$ cat config.mk
export PLATFORM = sky130hd
export DESIGN_NAME = serial_subtractor
export DESIGN_NICKNAME = d
export VERILOG_FILES = /design/src/rtl/serial_subtractor.sv
export SDC_FILE = /design/constraint.sdc
export NUM_CORES = 1
export LEC_CHECK = 0
export ABC_CLOCK_PERIOD_IN_PS = 1310
export CAP_MARGIN = 20
export CORE_ASPECT_RATIO = 0.8
export CORE_UTILIZATION = 41
export DETAILED_ROUTE_END_ITERATION = 8
export GPL_TIMING_DRIVEN = 0
export PLACE_DENSITY = 0.76
export RECOVER_POWER = 25
export SLEW_MARGIN = 20
export SYNTH_ARGS = -nofsm -noshare
export SYNTH_HDL_FRONTEND = slang
export SYNTH_SLANG_ARGS = --single-unit
$ cat constraint.sdc
create_clock -name clk -period 1.31 [get_ports clk]
set_clock_uncertainty 0.05 [all_clocks]
set_input_delay 0.393 -clock clk [delete_from_list [all_inputs] [get_ports clk]]
set_output_delay 0.393 -clock clk [all_outputs]
set_load 0.02 [all_outputs]
$ cat src/rtl/serial_subtractor.sv
// serial_subtractor: bit-serial unsigned A-B, LSB first through one full-subtractor cell, valid/ready in and out.
module serial_subtractor #(
  parameter int WIDTH = 4,
  localparam int CNT_W = $clog2(WIDTH) + 1
) (
  input  logic             clk,
  input  logic             rst_n,
  input  logic             in_valid,
  output logic             in_ready,
  input  logic [WIDTH-1:0] a,
  input  logic [WIDTH-1:0] b,
  output logic             out_valid,
  input  logic             out_ready,
  output logic [WIDTH-1:0] diff,
  output logic             borrow
);
  typedef enum logic [1:0] {IDLE, SHIFT, DONE} state_t;
  state_t state_q, state_d;
  logic [CNT_W-1:0] cnt_q, cnt_d;
  logic [WIDTH-1:0] sa_q, sa_d, sb_q, sb_d, sd_q, sd_d, diff_q, diff_d;
  logic bi_q, bi_d, borrow_q, borrow_d;
  logic d, bo, last;
  logic [WIDTH-1:0] sd_sh;
  assign d = sa_q[0] ^ sb_q[0] ^ bi_q;
  assign bo = (~sa_q[0] & sb_q[0]) | (~(sa_q[0] ^ sb_q[0]) & bi_q);
  // new bit enters at the MSB so after WIDTH shifts bit 0 sits at the LSB
  assign sd_sh = (sd_q >> 1) | (WIDTH'(d) << (WIDTH - 1));
  assign last = cnt_q == CNT_W'(WIDTH - 1);
  assign in_ready = state_q == IDLE;
  assign out_valid = state_q == DONE;
  assign diff = diff_q;
  assign borrow = borrow_q;
  always_comb begin
    state_d = state_q;
    cnt_d = cnt_q;
    sa_d = sa_q;
    sb_d = sb_q;
    sd_d = sd_q;
    bi_d = bi_q;
    diff_d = diff_q;
    borrow_d = borrow_q;
    unique case (state_q)
      IDLE: if (in_valid) begin
        sa_d = a;
        sb_d = b;
        sd_d = '0;
        bi_d = 1'b0;
        cnt_d = '0;
        state_d = SHIFT;
      end
      SHIFT: begin
        sa_d = sa_q >> 1;
        sb_d = sb_q >> 1;
        sd_d = sd_sh;
        bi_d = bo;
        cnt_d = cnt_q + CNT_W'(1);
        if (last) begin
          diff_d = sd_sh;
          borrow_d = bo;
          state_d = DONE;
        end
      end
      DONE: state_d = out_ready ? IDLE : DONE;
      default: state_d = IDLE;
    endcase
  end
  always_ff @(posedge clk or negedge rst_n) begin
    if (!rst_n) begin
      state_q <= IDLE;
      cnt_q <= '0;
      sa_q <= '0;
      sb_q <= '0;
      sd_q <= '0;
      bi_q <= 1'b0;
      diff_q <= '0;
      borrow_q <= 1'b0;
    end else begin
      state_q <= state_d;
      cnt_q <= cnt_d;
      sa_q <= sa_d;
      sb_q <= sb_d;
      sd_q <= sd_d;
      bi_q <= bi_d;
      diff_q <= diff_d;
      borrow_q <= borrow_d;
    end
  end
endmodule

# After elaboration in Yosys (flattened, before gate mapping)

Index checks and enable logic that the tools add are counted.

$add $sub $neg: 1
Eq/ne operators: 5
Mux-type cells: 14
Bitwise logic cells: 8
Reduce and logical (&&, ||, !) cells: 5

Operators with widths:

| operator                                                        | count |
|---|---|
| 4-bit one-hot mux with 2 select lines                           | 3 |
| 4-bit 2-to-1 mux                                                | 3 |
| 2-bit 2-to-1 mux                                                | 3 |
| 2-bit one-hot mux with 3 select lines                           | 1 |
| 3-bit one-hot mux with 2 select lines                           | 1 |
| 2-bit AND reduction                                             | 3 |
| 2-bit != test, second input constant                            | 2 |
| 3-bit by 4-bit OR with 4-bit output                             | 1 |
| 3-bit by 1-bit adder with 3-bit output, second input constant   | 1 |
| 3-bit by 2-bit == test with 1-bit output, second input constant | 1 |
| 3-bit 2-to-1 mux                                                | 1 |
| 1-bit bitwise AND                                               | 2 |
| 2-bit by 1-bit == test with 1-bit output, second input constant | 1 |
| 2-bit == test, second input constant                            | 1 |
| 2-bit logical NOT                                               | 1 |
| 1-bit NOT                                                       | 2 |
| 1-bit one-hot mux with 2 select lines                           | 1 |
| 2-bit nonzero test                                              | 1 |
| 1-bit bitwise XOR                                               | 2 |
| 1-bit 2-to-1 mux                                                | 1 |
| 1-bit OR                                                        | 1 |

Register bits: 23
Bits of input ports: 12
Output and inout port bits: 7
Word-level logic and storage cells: 41

# Longest topological paths before layout

Word-level depth: 5
Depth in mapped cells: 4

# Worst setup path after synthesis

Ideal clock, no wire load.

Path kind: register to output
From: register state_q[0]
To: output in_ready
Data arrival time: 982 ps
Data required time: 867 ps
Setup slack: -115 ps
Cell stages (with the launch flop): 4
Path through: dfrtp_1 -> buf_4 -> buf_2 -> nor2_1

Word-level cells in the longest chain between the ends: 1

Ends and longest elaborated chain:

| what                   | RTL line | source |
|---|---|---|
| from (decl)            | 18       | `state_t state_q, state_d;` |
| from (signal assigned) | 78       | `state_q <= state_d;` |
| 2-bit logical NOT      | 29       | `assign in_ready = state_q == IDLE;` |
| to (decl)              | 9        | `output logic in_ready,` |

No other way between the ends.

# Worst setup path in the final report

From: register state_q[0]
To: output out_valid

Word-level cells in the longest chain between the ends: 1

Ends and longest elaborated chain:

| what          | RTL line | source |
|---|---|---|
| 2-bit == test | 30       | `assign out_valid = state_q == DONE;` |
| to (decl)     | 12       | `output logic out_valid,` |

No other way between the ends.

==> flow_summary.json <==
{
  "synth.net_count": 96,
  "maxCapViolCount": 0,
  "synthCells": 81,
  "fin_cells": 151,
  "crit_type": "flip-flop to output port",
  "io_pins": 19,
  "p_per_area_nw_per_um2": 2420,
  "clockBufferDepth": 2,
  "antenna_found_initial": 0,
  "die_h_um": 47.1,
  "worst_pin_slew_ps": 551,
  "synth-async-reset-ratio_pct": 100,
  "dr_total_vias": 769,
  "hp-start": "sd_q[1]",
  "root_buffer": "clkbuf_4",
  "grt_pass1_wl_mm": 3.57,
  "fillCellCount": 169,
  "crit_chain": "buf_6 > or2b_1 > inv_2 > buf_6",
  "grt_usage_pct": 18.2,
  "fin_util_pct": 70.1,
  "ant_nets": 0,
  "end_kind": "output port",
  "cts_tree": "yes",
  "grt_pass1_vias": 704,
  "gp_congestion": 0.771,
  "critical_path_buf_inv_count": 3,
  "diodes": 0,
  "hold_slack_ps": 467,
  "yosys.area.top_type": "dfrtp_1",
  "synth_fa_ha_area_share_pct": 4.33,
  "min_to": "sd_q[1]",
  "fin_nets": 133,
  "drc": 0,
  "drt-initial-drc-count": 9,
  "r2r-start": "state_q[0]",
  "min_path_cells": 1,
  "fmax_mhz": 594,
  "worstSetupStartpointType": "flip-flop",
  "avgViaCountPerCell": 5.09,
  "avgSynthCellArea_um2": 12.9,
  "path_max_fanout": 3,
  "layout-drive-gt1-share_pct": 46.2,
  "max_stage_delay_ps": 410,
  "p_leak_nw": 0.750,
  "cp_top_family": "flip-flops",
  "synth-seq-cells": 22,
  "peakVddDrop_mv": 1.42,
  "synth_top_family_by_area": "simple AND/OR/NAND/NOR gates",
  "worstReg2RegEnd": "sb_q[2]",
  "rsz0062_at_grt": "yes",
  "syn_area_um2": 1040,
  "synth.area.top_cells": "dfrtp_1 (53%), mux2_2 (4.3%), nor3b_1 (3.6%)",
  "io_buffer_count": 18,
  "dieArea_um2": 2750,
  "violations": "negative setup slack",
  "min_period_ps": 1680,
  "routed_wl_mm": 2.27,
  "die_w_um": 58.3,
  "synthSimpleGateAreaFrac_pct": 16.5,
  "clk_pin_slew_worst_paths_ps": 130,
  "synth-compound-area-share_pct": 14.3,
  "worst-path-stages": 4,
  "slew_viol_final": 0,
  "muxShareOfSynthArea_pct": 6.25,
  "clk_latency_ps": 310,
  "synth_edf_count": 0,
  "synth_top_cell_area_share_pct": 52.9,
  "finalWorstSetupSlack_ps": -373,
  "setup_violations": 17,
  "status": "finished, violations left",
  "p_total_w": 0.00385,
  "rows": 15,
  "core_area_um2": 2270,
  "required_ps": 870,
  "post-dp-hpwl_mm": 1.34,
  "min_period_over_period_pct": 128,
  "crit_path_start": "state_q[0]",
  "synth-xor-area-share_pct": 0,
  "synthToLayoutAreaGrowth_pct": 52.9,
  "worstRegToRegCells": 5,
  "max-slew-margin-rel_pct": 63.2,
  "dp.cells": 133,
  "synthFlopType": "dfrtp_1",
  "rrSetupSlack_ps": -140,
  "arrival_ps": 1240,
  "start_util_pct": 45.8,
  "hold_class": "flip-flop to flip-flop",
  "yosys_warnings": 0,
  "synth.distinct_cells": 28,
  "cts_buffers": 3,
  "gr-total-overflow": 0,
  "cpMaxStageDelayCell": "dfrtp_1",
  "yosysSeqAreaShare_pct": 52.9,
  "grt_start_max_net_pins": 23,
  "dr.pass1.iters": 4,
  "cts.htree.levels": 1,
  "cp_common_cell": "buf_6",
  "clock-sinks": 22,
  "routedWlPerCell_um": 15.1,
  "hold_viol_final": 0
}
==> how the worst max path moves through the flow <==
stage	end	slack [ps]
final	out_valid	-370
after global routing	out_valid	-420
after CTS	out_valid	-380
after detailed placement	sb_q[1]	-600
after global placement	out_valid	-540
after floorplan	diff[0]	1
==> cells by family (layout without fill, tap and decap cells) <==
kind of cell    Yosys count  in the layout
fa+ha+maj                 3              3
simple gates             20             20
buf+inv                  12             48
flops                    22             22
mux                       6              6
compound gates           18             18
==> registers in the layout (all words and copies together) (netlist names) <==
name     cells
borrow       1
sb_q         4
state_q      2
bi_q         1
sa_q         4
diff         4
sd_q         3
cnt_q        3
==> cell usage in the layout (no fill, tap or decap), types with 2 or more instances in the layout <==
cell type and instances:
nand2b_1 2, buf_4 11, mux2i_1 2, o22ai_2 2
mux2_4 4, a22o_1 4, clkdlybuf4s50_1 10, inv_2 2
nor4b_2 3, buf_6 12, a211oi_1 2, a211o_1 2
nor3b_1 5, inv_1 5, or4b_1 3, dfrtp_1 22
o221a_4 3, clkbuf_4 3
==> metrics by stage <==
| stage | instance area [um2] | setup WS (ps) | TNS (ps) |
|---|---|---|---|
| global route | 1590 | -424 | -2870 |
| global placement | 1290 | -541 | -15600 |
| finish | 1590 | -373 | -1910 |
| CTS | 1490 | -379 | -1540 |
| detailed placement | 1290 | -599 | -17150 |
| floorplan | 1070 | 1.11 | 0 |
==> worst register-to-register path, stage by stage, from the launching register on <==
cell and delay (ps):
dfrtp_1 410, buf_6 120, buf_4 140, buf_8 130, o21ba_4 250, o221a_4 260
==> what timing repair did <==
item                                    in CTS  in global routing
hold buffers                                 0                  1
endpoints found under the setup margin      45                 27
buffers inserted                             9                  4
endpoints found under the hold margin        0                 22
pin swaps                                    3                  3
resized for setup                           56                 17
==> metal layers <==
layer / global-route usage (%) / wire [um] / vias up
met5: 0 / 0 / -
met4: 4.29 / 13 / 0
met3: 5.79 / 86 / 2
met2: 31.0 / 1160 / 19
met1: 23.1 / 1020 / 376
li1: - / - / 372
==> area by class of cell <==
type                       count  area [um2]  share of cell area, %
timing repair buffer          32         307                   19.3
clock inverter                 1        30.0                   1.89
sequential                    22         551                   34.6
inverter                       7        26.3                   1.65
multi-input combinational     47         558                   35.1
clock buffer                   3        22.5                   1.42
buffer                         5        55.1                   3.46
tap                           34        42.5                   2.67
==> Yosys cell counts, drive strengths merged (3+ instances only) <==
library cell and n:
a211oi 3, a22o 4, mux2 4, inv 7, nor3b 5, or4b 3
o221a 3, dfrtp 22, nand2b 3, buf 4, nor4b 3
==> where the power goes <==
group,internal (W),switching [W]
registers,0.000985,0.000204
logic,0.00122,0.000921
clock network,0.000309,0.000218
total,0.00251,0.00134
Note: power is estimated with default switching activity, not from simulation.
